<file path="src/rtl/mem_access_unit.sv">
// rtl/mem_access_unit.sv - load/store initiator for a word-wide data memory
// Optional macro SUBWORD_EN: byte/halfword access via read-modify-write.
module mem_access_unit #(
  parameter int MEM_WORDS = 1024
) (
  input  logic        clk,
  input  logic        reset,
  input  logic        reqValid,
  input  logic        reqWrite,
  input  logic [1:0]  reqSize,
  input  logic        reqSigned,
  input  logic [31:0] reqAddress,
  input  logic [31:0] reqWriteData,
  input  logic [31:0] reqPC,
  output logic        reqReady,
  output logic        respValid,
  output logic [31:0] respData,
  output logic        addrError,
  output logic [31:0] memAddress,
  output logic [31:0] memWriteData,
  output logic        memWriteEnable,
  input  logic [31:0] memReadData,
  output logic [31:0] memDebugPC
);

`ifdef SUBWORD_EN
  typedef enum logic [2:0] {
    IDLE     = 3'd0,
    LOAD     = 3'd1,
    RMW_READ = 3'd2,
    WRITE    = 3'd3,
    FAULT    = 3'd4
  } state_t;
`else
  typedef enum logic [2:0] {
    IDLE  = 3'd0,
    LOAD  = 3'd1,
    WRITE = 3'd3,
    FAULT = 3'd4
  } state_t;
`endif

  localparam logic [32:0] ADDR_LIMIT = 33'(MEM_WORDS) * 33'd4;

  state_t      state;
  state_t      state_next;
  logic        accept;
  logic        req_fault;
  logic [31:0] addr_q;
  logic [1:0]  size_q;
  logic        signed_q;
  logic [31:0] wdata_q;
  logic [31:0] pc_q;
`ifdef SUBWORD_EN
  logic [31:0] merge_q;
`endif

  // Little-endian lane select with optional sign extension.
  function automatic logic [31:0] load_extend(input logic [31:0] word, input logic [1:0] offs,
                                              input logic [1:0] size, input logic sgn);
    logic [7:0]  b;
    logic [15:0] h;
    b = 8'(word >> {offs, 3'b000});
    h = 16'(word >> {offs[1], 4'b0000});
    case (size)
      2'b00:   return {{24{sgn & b[7]}}, b};
      2'b01:   return {{16{sgn & h[15]}}, h};
      default: return word;
    endcase
  endfunction

`ifdef SUBWORD_EN
  function automatic logic [31:0] merge_lane(input logic [31:0] word, input logic [1:0] offs,
                                             input logic [1:0] size, input logic [31:0] data);
    logic [31:0] mask;
    logic [31:0] ins;
    if (size == 2'b00) begin
      mask = 32'h0000_00FF << {offs, 3'b000};
      ins  = {24'b0, data[7:0]} << {offs, 3'b000};
    end else begin
      mask = 32'h0000_FFFF << {offs[1], 4'b0000};
      ins  = {16'b0, data[15:0]} << {offs[1], 4'b0000};
    end
    return (word & ~mask) | ins;
  endfunction
`endif

  assign accept = reqValid & reqReady;

  always_comb begin
    req_fault = 1'b0;
    case (reqSize)
      2'b10:   req_fault = (reqAddress[1:0] != 2'b00);
`ifdef SUBWORD_EN
      2'b01:   req_fault = reqAddress[0];
      2'b00:   req_fault = 1'b0;
`endif
      default: req_fault = 1'b1;
    endcase
    if ({1'b0, reqAddress} >= ADDR_LIMIT) req_fault = 1'b1;
  end

  always_ff @(posedge clk) begin
    if (!reset) state <= IDLE;
    else        state <= state_next;
  end

  always_comb begin
    state_next     = state;
    reqReady       = (state == IDLE) & reset;
    memAddress     = 32'd0;
    memWriteData   = 32'd0;
    memWriteEnable = 1'b0;
    if (state != IDLE) memAddress = {addr_q[31:2], 2'b00};
    case (state)
      IDLE: begin
        if (accept) begin
          if (req_fault)     state_next = FAULT;
          else if (!reqWrite) state_next = LOAD;
`ifdef SUBWORD_EN
          else if (reqSize != 2'b10) state_next = RMW_READ;
`endif
          else               state_next = WRITE;
        end
      end
`ifdef SUBWORD_EN
      RMW_READ: state_next = WRITE;
`endif
      WRITE: begin
        memWriteEnable = reset;
`ifdef SUBWORD_EN
        memWriteData   = (size_q == 2'b10) ? wdata_q : merge_q;
`else
        memWriteData   = wdata_q;
`endif
        state_next     = IDLE;
      end
      LOAD:    state_next = IDLE;
      FAULT:   state_next = IDLE;
      default: state_next = IDLE;
    endcase
  end

  always_ff @(posedge clk) begin
    if (!reset) begin
      respValid <= 1'b0;
      addrError <= 1'b0;
      respData  <= 32'd0;
      addr_q    <= 32'd0;
      size_q    <= 2'd0;
      signed_q  <= 1'b0;
      wdata_q   <= 32'd0;
      pc_q      <= 32'd0;
`ifdef SUBWORD_EN
      merge_q   <= 32'd0;
`endif
    end else begin
      respValid <= 1'b0;
      addrError <= 1'b0;
      respData  <= 32'd0;
      if (accept) begin
        addr_q   <= reqAddress;
        size_q   <= reqSize;
        signed_q <= reqSigned;
        wdata_q  <= reqWriteData;
        pc_q     <= reqPC;
      end
      case (state)
        LOAD: begin
          respValid <= 1'b1;
          respData  <= load_extend(memReadData, addr_q[1:0], size_q, signed_q);
        end
`ifdef SUBWORD_EN
        RMW_READ: merge_q <= merge_lane(memReadData, addr_q[1:0], size_q, wdata_q);
`endif
        WRITE: respValid <= 1'b1;
        FAULT: begin
          respValid <= 1'b1;
          addrError <= 1'b1;
        end
        default: ;
      endcase
    end
  end

  assign memDebugPC = pc_q;

endmodule

</file>
<file path="config.mk">
export PLATFORM = sky130hd
export DESIGN_NAME = mem_access_unit
export DESIGN_NICKNAME = d
export VERILOG_FILES = /design/src/rtl/mem_access_unit.sv
export SDC_FILE = /design/constraint.sdc
export NUM_CORES = 1
export LEC_CHECK = 0
export CELL_PAD_IN_SITES_DETAIL_PLACEMENT = 1
export CELL_PAD_IN_SITES_GLOBAL_PLACEMENT = 2
export CORE_UTILIZATION = 24
export CTS_BUF_LIST = sky130_fd_sc_hd__clkbuf_8
export CTS_CLUSTER_DIAMETER = 150
export CTS_CLUSTER_SIZE = 12
export DETAILED_ROUTE_END_ITERATION = 10
export GPL_TIMING_DRIVEN = 0
export PLACE_DENSITY_LB_ADDON = 0.1
export SYNTH_ARGS = -nofsm -noshare
export SYNTH_HDL_FRONTEND = slang
export SYNTH_SLANG_ARGS = --single-unit
</file>
<file path="constraint.sdc">
create_clock -name clk -period 3.1 [get_ports clk]
set_input_delay 0.93 -clock clk [delete_from_list [all_inputs] [get_ports clk]]
set_output_delay 0.93 -clock clk [all_outputs]
set_load 0.05 [all_outputs]
</file>
# --- Yosys cells after proc, flatten, opt, wreduce, memory -nomap -nowiden ---
# Cells that the tools add are included.
totals:
  register_bits: 136
  out_inout_bits: 132
  word_cells: 38
  in_bits: 135
op_classes:
  reduce_logical: 7
  order_cmp: 1
  shifts: 2
  n_bitwise: 4
  n_mux: 10
  eq_ne: 5
op_table:
  columns: ["op", "n"]
  rows:
  - ["$mux W32", 2]
  - ["$pmux W32 S2", 1]
  - ["$ge A32 B13 Y1 const B", 1]
  - ["$shr A32 B5 Y16", 1]
  - ["$shr A32 B5 Y8", 1]
  - ["$mux W1", 5]
  - ["$and A1 B1 Y1", 4]
  - ["$reduce_and A2 Y1", 2]
  - ["$eq A3 B1 Y1 const B", 1]
  - ["$eq A3 B2 Y1 const B", 1]
  - ["$eq A3 B3 Y1 const B", 1]
  - ["$logic_not A3 Y1", 1]
  - ["$mux W3", 1]
  - ["$reduce_bool A3 Y1", 1]
  - ["$reduce_or A3 Y1", 1]
  - ["$eq A2 B1 Y1 const B", 1]
  - ["$eq A2 B2 Y1 const B", 1]
  - ["$logic_not A2 Y1", 1]
  - ["$mux W2", 1]
  - ["$reduce_bool A2 Y1", 1]

# --- Logic depth before layout (Yosys ltp) ---
depth:
  word_depth: 4
  mapped_depth: 7
  depth_no_buf: 4

# --- Worst setup path after synthesis ---
# No wires, ideal clock.
synth_timing:
  path_kind: "input to output"
  from: "input reset"
  to: "output reqReady"
  setup_slack_ns: 0.290
  cell_stages: 3
  required_time_ns: 2.170
  n_path_buf: 2
  arrival_time_ns: 1.880
  cell_sequence: "clkbuf_1 > buf_1 > and2_1"
synth_between:
  elab_chain_len: 1
synth_lines:
  columns: ["element", "line_no", "source"]
  rows:
  - ["from (decl)", "7", "input logic reset,"]
  - ["$and A1 B1 Y1", "110", "reqReady = (state == IDLE) & reset;"]
  - ["to (decl)", "15", "output logic reqReady,"]
# Every way passes these cells.

# --- Worst setup path after layout ---
layout_timing:
  from: "register state[1]"
  to: "output memAddress[31]"
layout_between:
  elab_chain_len: 2
layout_lines:
  columns: ["element", "line_no", "source"]
  rows:
  - ["from (decl)", "45", "state_t state;"]
  - ["from (signal assigned)", "105", "else state <= state_next;"]
  - ["$reduce_bool A3 Y1", "114", "if (state != IDLE) memAddress = {addr_q[31:2], 2'b00};"]
  - ["$mux W32", "114", null]
  - ["to (decl)", "19", "output logic [31:0] memAddress,"]
# Every way passes these cells.

==> flow_results.org <==
** Clock tree
- The root buffer cell chosen for the clock tree is sky130_fd_sc_hd__clkbuf_8.
- H-tree depth :: 4
- The longest clock path from root to sink contains 2 buffers.
- Once the clock tree was built, the setup fixing pass inserted 0 buffers.
- For this design, the sink count on the clock tree is 136.
- TritonCTS clock tree :: built
- The number of clock buffers added by TritonCTS is 17.
- At the later pin of the worst-skew pair, clock insertion delay measures 0.43 ns.
- Clock-pin slew was measured on the worst setup and hold paths at 0.08 ns.

** Place
- Worst setup slack after placement :: -0.649 ns
- Port buffering added 263 buffers.
- Post-detailed-placement half-perimeter wirelength :: 15.6 mm
- Routability-driven placement finished with a final weighted congestion of 0.741.
- Summing all placed instances gives a cell area of 0.00828 mm².

** Critical path
- STA puts the critical path data required time at 2.17 ns.
- Slowest Stage Delay on Critical Path :: 0.82 ns
- Worst-path cell chain :: nor3_4, nor2b_1, clkdlybuf4s50_1
- The worst register-to-register path has a depth of 6.
- Of all nets on the critical path, the largest fanout is 9.
- Worst Setup Start Kind :: flop
- The worst setup path is captured at an output pin.
- Data arrives at the worst endpoint at 2.03 ns.
- The worst setup path is of the reg2out kind.
- Reg-to-reg slack, setup :: 1.00 ns
- Slowest stage cell, crit path :: sky130_fd_sc_hd__clkdlybuf4s50_1

** Timing
- In this run the tightest slew margin relative to its limit is 0.359.
- Hold timing on the final database bottoms out at a slack of 0.453 ns.
- Setup repair after global routing left no endpoint under its margin.
- Count of final max-slew check failures :: 0
- Smallest setup slack after layout :: 0.137 ns
- Setup violators final :: 0
- Slew at the pin with the worst max-slew slack :: 0.954 ns
- Shortest period the worst path allows :: 2.96 ns
- The hold violation count in the final report came to 0.
- In the finished design, the share of the clock period the worst path needs comes to 0.956.
- On the final layout, the worst clock skew is 0.0154 ns.
- Based on the critical path, the design can be clocked at up to 337 MHz.

** Floorplanning
- The floorplan has 53 rows.
- Die Area :: 0.0227 mm²
- Pin placement for this block handled 267 I/O pins.
- The die is 151 µm tall.
- Initial core utilization :: 0.248
- Horiz. Die Dim :: 151 µm
- The region available for standard cell placement spans 0.0214 mm².

** Worst hold path
- The worst hold path was traced through 2 stages.
- Hold crit path type :: reg2reg

** Final layout
- Share of cells above drive strength 1 :: 0.129
- Post-route cell area :: 0.00849 mm²
- Antenna cells :: 0
- From synthesis to final layout, the design area changed by 60.3%.
- Fillers :: 2548
- Number of nets in the final layout :: 1077

** Global routing
- The via count of the first global-routing pass is 5833.
- Entering global routing, the biggest net connects 17 pins.
- Initial antenna violation count :: 1
- The first global-routing pass estimated 31.5 mm of wire.
- Summed over all layers, the global routing overflow is 0.
- Across every metal layer, demand over resource in global routing totals 0.183.

** Yosys
- Fraction of synthesis flops using an asynchronous set or reset pin :: 0
- Counting distinct cell types in the post-synthesis netlist gives 34.
- Number of cells produced by synthesis :: 659
- The largest total area in the synthesized netlist belongs to sky130_fd_sc_hd__dfxtp_1.
- Top cells by area, synth :: sky130_fd_sc_hd__dfxtp_1 51%, sky130_fd_sc_hd__nand2_1 15%, sky130_fd_sc_hd__nand3_1 9.5%, sky130_fd_sc_hd__and3_1 4.1%, sky130_fd_sc_hd__nor2b_1 4.1%
- Yosys printed 0 warnings.
- Number of enable-type register cells in the synthesized netlist :: 0
- Most common flop cell mapped by yosys :: sky130_fd_sc_hd__dfxtp_1
- Fraction of post-synthesis cell area in the top cell type by area :: 0.514
- In the synthesized netlist, the cells that appear most often are 216 x sky130_fd_sc_hd__nand2_1, 136 x sky130_fd_sc_hd__dfxtp_1, 100 x sky130_fd_sc_hd__nand3_1, 35 x sky130_fd_sc_hd__and3_1, 35 x sky130_fd_sc_hd__nor2b_1.
- Post-Synthesis Mean Instance Area :: 8.04 µm²
- In this run the cell area of the synthesized design comes to 0.00530 mm².
- Count leader, synth :: sky130_fd_sc_hd__nand2_1
- Counting flops and latches in the post-synthesis netlist gives 136.
- Of the synthesized area, sequential elements account for 0.514.

** Pwr
- Peak supply drop :: 0.221 mV
- Static Leak :: 3.77 nW
- Total design power :: 0.00404 W
- In this run the power density over the cells is 476 mW/mm².

** Drt
- After detailed routing, the total wire length is 20.4 mm.
- Total DRC errors in the routed layout :: 0
- Across all layers, the routed design uses 5567 vias.
- ANT nets after route :: 0
- Wire length per cell after detailed routing :: 16.6 µm
- First-pass iteration count of the detailed router :: 4
- Number of vias per cell after detailed routing :: 4.53
- In this run, the number of DRC markers left after iteration 0 of detailed routing was 220.

** Run
- Across the run, the number of max-cap violations was 0.

** Outcome
- The flow ran to the end, and the final reports show no timing, DRC or antenna violations.
==> cell families (layout without fill, tap and decap cells) <==
group           Yosys count  count (layout)  synth area share
buf+inv                  57             350            0.0475
mux                      10              10            0.0208
other cells               1               2          0.000708
flops                   136             136             0.514
compound gates           38              38            0.0525
simple gates            417             417             0.364
==> path summary, 6_finish.rpt <==
kind	from	to
min reg2reg	memDebugPC[20]	memDebugPC[20]
min	memDebugPC[20]	memDebugPC[20]
max	state[1]	memAddress[31]
max reg2reg	state[1]	wdata_q[16]
==> cell usage in the layout, fill, tap and decap left out, drive strengths merged, types with 6 or more instances in the layout <==
master           n
buf             29
and3            35
nor2b           35
clkdlybuf4s50  200
nor2            13
mux2             8
a222oi           7
nand2          216
clkbuf          85
a221o            7
nand3          100
nor4             6
dlygate4sd2      8
dfxtp          136
a21oi           18
clkdlybuf4s15   14
==> power breakdown <==
| part | internal (W) | leakage, nW | total, W | switching (W) |
|---|---|---|---|---|
| logic | 0.000306 | 2.47 | 0.000689 | 0.000382 |
| clock network | 0.000749 | 0.182 | 0.00146 | 0.000714 |
| registers | 0.00184 | 1.12 | 0.00189 | 0.0000488 |
==> critical path, delay by kind of cell (launching register included) <==
kind	cells	cell delay, ns
buffers and inverters	1	0.82
AND/OR/NAND/NOR	2	0.23
flip-flops	1	0.55
==> routing by layer <==
layer | global-route usage | up-vias | routed length (µm)
li1 | - | 2756 | -
met1 | 0.218 | 2613 | 8590
met2 | 0.303 | 181 | 9660
met3 | 0.0706 | 15 | 1880
met4 | 0.0505 | 2 | 242
met5 | 0 | - | 13
==> sequential cells by signal, indices dropped and copies added (netlist names), 2 cells and up <==
register and cells:
addr_q 32, size_q 2, state 3, memDebugPC 32, wdata_q 32, respData 32
==> metrics by stage <==
step | TNS, ns | std cells | utilization
after floorplan | 0 | 660 | -
after global placement | -4.91 | 1198 | 0.388
after detailed placement | -7.29 | 1198 | 0.388
after CTS | 0 | 1228 | 0.406
after global routing | 0 | 1228 | 0.398
final | 0 | 1228 | 0.398
==> cell type report <==
type | count | area (µm²) | share of cell area
flip-flops and latches | 136 | 2720 | 0.321
clock inverters | 11 | 125 | 0.0147
well taps | 275 | 344 | 0.0405
clock buffers | 19 | 262 | 0.0308
repair buffers | 263 | 2430 | 0.287
multi-input cells | 467 | 2340 | 0.275
plain buffers | 54 | 254 | 0.0299
inverters | 3 | 11.3 | 0.00133
==> repair_timing <==
action	CTS	global route
gates resized for setup	118	72
setup endpoints to repair	64	43
hold endpoints to repair	0	0
hold buffers	0	0
Note: power is estimated with default switching activity, not from simulation.
